<file path="src/rtl/stb_dcache_arbiter.sv">
// ============================================================================
// Module   : stb_dcache_arbiter
// Purpose  : Shares one dcache port between the store-buffer drain and LSU loads.
//            Stores always drain ahead of loads, and a dcache ack that never
//            arrives raises a sticky timeout flag.
// Revision : 1.0 - initial release
// ============================================================================
`default_nettype none

module stb_dcache_arbiter #(
    parameter int ADDR_WIDTH     = 32,
    parameter int DATA_WIDTH     = 32,
    parameter int BYTE_SEL_WIDTH = 4,
    parameter int ACK_TIMEOUT    = 64
) (
    input  logic                      clk,
    input  logic                      rst,
    input  logic [ADDR_WIDTH-1:0]     stb2dcache_addr,
    input  logic [DATA_WIDTH-1:0]     stb2dcache_wdata,
    input  logic [BYTE_SEL_WIDTH-1:0] stb2dcache_sel_byte,
    input  logic                      stb2dcache_w_en,
    input  logic                      stb2dcache_req,
    input  logic                      stb2dcache_empty,
    output logic                      dcache2stb_ack,
    input  logic [ADDR_WIDTH-1:0]     lsudbus2arb_addr,
    input  logic [BYTE_SEL_WIDTH-1:0] lsudbus2arb_sel_byte,
    input  logic                      lsudbus2arb_req,
    output logic [DATA_WIDTH-1:0]     arb2lsudbus_rdata,
    output logic                      arb2lsudbus_ack,
    output logic [ADDR_WIDTH-1:0]     arb2dcache_addr,
    output logic [DATA_WIDTH-1:0]     arb2dcache_wdata,
    output logic [BYTE_SEL_WIDTH-1:0] arb2dcache_sel_byte,
    output logic                      arb2dcache_w_en,
    output logic                      arb2dcache_req,
    input  logic [DATA_WIDTH-1:0]     dcache2arb_rdata,
    input  logic                      dcache2arb_ack,
    output logic                      arb_timeout_err
);

    localparam logic [1:0] S_IDLE     = 2'd0;
    localparam logic [1:0] S_STB_XFER = 2'd1;
    localparam logic [1:0] S_LD_XFER  = 2'd2;

    localparam int             CNT_W   = $clog2(ACK_TIMEOUT + 1);
    localparam logic [CNT_W-1:0] CNT_MAX = CNT_W'(ACK_TIMEOUT);

    logic [1:0]                state_q,    state_d;
    logic [CNT_W-1:0]          cnt_q,      cnt_d;
    logic                      req_q,      req_d;
    logic                      w_en_q,     w_en_d;
    logic                      err_q,      err_d;
    logic [ADDR_WIDTH-1:0]     addr_q,     addr_d;
    logic [DATA_WIDTH-1:0]     wdata_q,    wdata_d;
    logic [BYTE_SEL_WIDTH-1:0] sel_byte_q, sel_byte_d;

    always_ff @(posedge clk or posedge rst) begin
        if (rst) begin
            state_q    <= S_IDLE;
            cnt_q      <= '0;
            req_q      <= 1'b0;
            w_en_q     <= 1'b0;
            err_q      <= 1'b0;
            addr_q     <= '0;
            wdata_q    <= '0;
            sel_byte_q <= '0;
        end else begin
            state_q    <= state_d;
            cnt_q      <= cnt_d;
            req_q      <= req_d;
            w_en_q     <= w_en_d;
            err_q      <= err_d;
            addr_q     <= addr_d;
            wdata_q    <= wdata_d;
            sel_byte_q <= sel_byte_d;
        end
    end

    // Loads wait for an empty store buffer so they never bypass pending stores.
    always_comb begin
        state_d = state_q;
        case (state_q)
            S_IDLE: begin
                if (stb2dcache_req) begin
                    state_d = S_STB_XFER;
                end else if (lsudbus2arb_req && stb2dcache_empty) begin
                    state_d = S_LD_XFER;
                end
            end
            S_STB_XFER, S_LD_XFER: begin
                if (dcache2arb_ack) begin
                    state_d = S_IDLE;
                end
            end
            default: state_d = S_IDLE;
        endcase
    end

    always_comb begin
        cnt_d      = cnt_q;
        req_d      = req_q;
        w_en_d     = w_en_q;
        err_d      = err_q;
        addr_d     = addr_q;
        wdata_d    = wdata_q;
        sel_byte_d = sel_byte_q;
        if (state_q == S_IDLE) begin
            if (state_d == S_STB_XFER) begin
                req_d      = 1'b1;
                cnt_d      = '0;
                addr_d     = stb2dcache_addr;
                wdata_d    = stb2dcache_wdata;
                sel_byte_d = stb2dcache_sel_byte;
                w_en_d     = stb2dcache_w_en;
            end else if (state_d == S_LD_XFER) begin
                req_d      = 1'b1;
                cnt_d      = '0;
                addr_d     = lsudbus2arb_addr;
                wdata_d    = '0;
                sel_byte_d = lsudbus2arb_sel_byte;
                w_en_d     = 1'b0;
            end
        end else if (dcache2arb_ack) begin
            req_d = 1'b0;
        end else if (cnt_q != CNT_MAX) begin
            // Saturating wait counter; the transfer keeps waiting past the limit.
            cnt_d = cnt_q + 1'b1;
            if (cnt_d == CNT_MAX) begin
                err_d = 1'b1;
            end
        end
    end

    always_comb begin
        dcache2stb_ack    = dcache2arb_ack & (state_q == S_STB_XFER);
        arb2lsudbus_ack   = dcache2arb_ack & (state_q == S_LD_XFER);
        arb2lsudbus_rdata = (state_q == S_LD_XFER) ? dcache2arb_rdata : '0;
    end

    assign arb2dcache_addr     = addr_q;
    assign arb2dcache_wdata    = wdata_q;
    assign arb2dcache_sel_byte = sel_byte_q;
    assign arb2dcache_w_en     = w_en_q;
    assign arb2dcache_req      = req_q;
    assign arb_timeout_err     = err_q;

endmodule

`default_nettype wire

</file>
<file path="config.mk">
export PLATFORM = sky130hd
export DESIGN_NAME = stb_dcache_arbiter
export DESIGN_NICKNAME = d
export VERILOG_FILES = /design/src/rtl/stb_dcache_arbiter.sv
export SDC_FILE = /design/constraint.sdc
export NUM_CORES = 1
export LEC_CHECK = 0
export CAP_MARGIN = 0
export CORE_AREA = 5 5 134 85
export CTS_CLUSTER_SIZE = 30
export DETAILED_ROUTE_END_ITERATION = 7
export DIE_AREA = 0 0 139 90
export HOLD_SLACK_MARGIN = 0.02
export PLACE_DENSITY_LB_ADDON = 0.2
export SLEW_MARGIN = 30
export SYNTH_ARGS = -nofsm -noshare
export SYNTH_HDL_FRONTEND = slang
export SYNTH_SLANG_ARGS = --single-unit
</file>
<file path="constraint.sdc">
create_clock -name clk -period 6 [get_ports clk]
set_clock_uncertainty 0.05 [all_clocks]
set_input_delay 0.6 -clock clk [delete_from_list [all_inputs] [get_ports clk]]
set_output_delay 0.6 -clock clk [all_outputs]
set_load 0.02 [all_outputs]
</file>
==> metrics <==
full die area between 10,000 and 15,000 um2; Post-layout nets 800; Core ar. just over 10,000 um2; share of cells above drive strength 1 0.03681; Hold Startpoint arb2dcache_wdata[16]$_DFFE_PP0P_; Seq cells post-synth 80; fin. max-slew vios 0; EDFF count, synth 0; CP Launch Point state_q[0]$_DFF_PP0_; Buffers on Ports roughly 250; fin worst setup slack 2.821 ns; Pre-antenna DRT Iters 5; crit path cell chain inv_1, ha_1, a21boi_0, o21ai_0, a21oi_1, ha_4, o21ai_0, and2_1, a221o_1; Via density 4.716; Top Metal Used met4; outcome finished clean; CP Data Arrival Time 3.34 ns; Final Util 0.6681; Synth top area share 0.5171; register area 2002 um2; vias in the first global route 3,766; fin crit share 0.5299; site row count 29; PwrDens 497.4 nW/um2; Hold Vio Cnt, Final 0; Num CTS Buffers 9; DP Area between 6000 and 7000 um2; number of setup buffers added after CTS 0; number of antenna-violating nets in the routed design 0; Die H 90 um; DRC violations left 0; CTS tree yes; worst reg2reg endpoint cnt_q[2]$_DFFE_PP0P_; initial DRC count 151; multi-input logic area between 1500 and 2000 um2; Hold Crit Depth 2; setup TNS 0 ns; area delta synth->final 75.34%; die width between 100 and 150 um; CP peak stage delay slightly above 0.6 ns; Via Count 3,730; Initial Util 0.3810; Post-Place Setup Slack 2.262 ns; Total Power 3.376 mW; measured slew at the worst slew-check pin 0.8630 ns; Max stage delay cell, worst path ha_4; WL met1 about 5700 um; Max Fclk 314.5 MHz; Top FF cell, synth dfrtp_1; gr ovfl total 0; clock slew at reported path FFs 0.06 ns; final WL ~13,000 um; reg2reg path depth 9; Syn Inst Count 414; FF-to-FF Start state_q[0]$_DFF_PP0_; Req. time, crit path 6.16 ns; I/O pins 248; Netlist cell types 34; CP Capture Type flip-flop; largest net degree at the start of global routing 81; Post-CTS Resized 0; largest buffer count on any clock path 2; delay-heaviest family, CP compound AO/OA/AOI/OAI gates; Layout fillers about 800; Final Setup Violations 0; H-tree lvl count 3; met2 routed WL 6207 um; clock sink count 80; global-route wire length before repair 20,710 um; Leak just under 3 nW; gp weighted congestion 0.8394; HPWL Detailed 10,090 um; worst path buffer plus inverter count 1; Routed WL per cell 16.47 um; Synth area leaders dfrtp_1, nand2_1, o21ai_0; Critical Path Start Type flip-flop; initial antenna violation count 0; Hold Path Class reg2reg; most frequent cell after synthesis nand2_1; CP Class reg2reg; Total GRT Usage 0.2048; RSZ-0062 raised after global routing no; Max Cap Viol 0; DR WL met3 878 um; fin area slightly below 7000 um2; CP max FO 40; Async SR Flop Fraction 1.000; ant diodes 0; hold endpoint arb2dcache_wdata[16]$_DFFE_PP0P_; worst vdd ir around 250 uV; syn nets 566; Post-synth top cells nand2_1, dfrtp_1, o21ai_0; Yosys Warn Count 0; sequential area share after synthesis 0.5171; clk root buf clkbuf_16; Post-Syn Area approximately 3900 um2; post-route minimum period 3.179 ns; cell taking the most area after synthesis dfrtp_1; Post-CTS Hold Buffers 0; reg-to-reg setup timing slack about 2.8 ns; syn avg cell area between 9 and 10 um2; Worst-Skew Late Latency roughly 0.33 ns; CP dominant cell by count o21ai_0; max_slew headroom 0.4247
==> tightest hold or removal path: stages, from the launching register on <==
cell and delay, ns:
dfrtp_1 0.34, nand2_1 0.04, o21ai_0 0.06
==> layer usage <==
layer,track usage,vias to the layer above
li1,-,1840
met1,0.2673,1741
met2,0.3352,135
met3,0.05832,14
met4,0.05619,0
met5,0,-
==> per-stage QoR <==
step	hold slack, ns	instances
final	0.4305	791
after global routing	0.4424	791
after CTS	0.4328	790
after detailed placement	0.4199	775
after global placement	0.4056	774
after floorplan	0.4312	414
==> cell usage in the layout (no fill, tap or decap), drive strengths merged, types with 4 or more instances in the layout <==
master         count
clkbuf             9
nand3              4
inv                8
clkdlybuf4s50    247
mux2i             36
nand2            108
ha                 9
dfrtp             80
o21ai             76
and2              35
==> registers in the layout, indices dropped and copies added (netlist names) <==
name and flops:
arb2dcache_sel_byte 4, arb2dcache_wdata 32, state_q 2, arb2dcache_req 1, arb2dcache_addr 32, arb_timeout_err 1
cnt_q 7, arb2dcache_w_en 1
==> cell type report <==
type | count | area share
Timing Repair Buffer | 250 | 0.3718
Clock inverter | 6 | 0.01253
Tap cell | 139 | 0.02562
Clock buffer | 9 | 0.03318
Multi-Input combinational cell | 298 | 0.2568
Inverter | 9 | 0.005161
Sequential cell | 80 | 0.2949
==> power breakdown <==
group | total (mW) | switching (mW) | internal, mW
Clock | 0.568 | 0.208 | 0.360
Combinational | 1.87 | 1.03 | 0.834
Sequential | 0.943 | 0.146 | 0.797
Total | 3.38 | 1.39 | 1.99
==> worst max path at each step <==
stage                                                end  slack (ns)  depth (start not counted)
after CTS                           cnt_q[2]$_DFFE_PP0P_        2.49                          9
after floorplan           arb2dcache_addr[0]$_DFFE_PP0P_        3.30                          1
after detailed placement            cnt_q[2]$_DFFE_PP0P_        2.26                          8
after global placement              cnt_q[2]$_DFFE_PP0P_        2.44                          8
final                               cnt_q[2]$_DFFE_PP0P_        2.82                          9
after global routing                cnt_q[2]$_DFFE_PP0P_        2.62                          9
==> cell families after synthesis <==
| family | synth area share |
|---|---|
| XOR/XNOR | 0.002263 |
| adder cells (fa/ha/maj) | 0.02909 |
| multiplexers | 0.09308 |
| flip-flops | 0.5171 |
| buffers and inverters | 0.03781 |
| AND/OR/NAND/NOR | 0.1875 |
| AO/OA/AOI/OAI | 0.1332 |
Power figures use the tool's default switching activity.
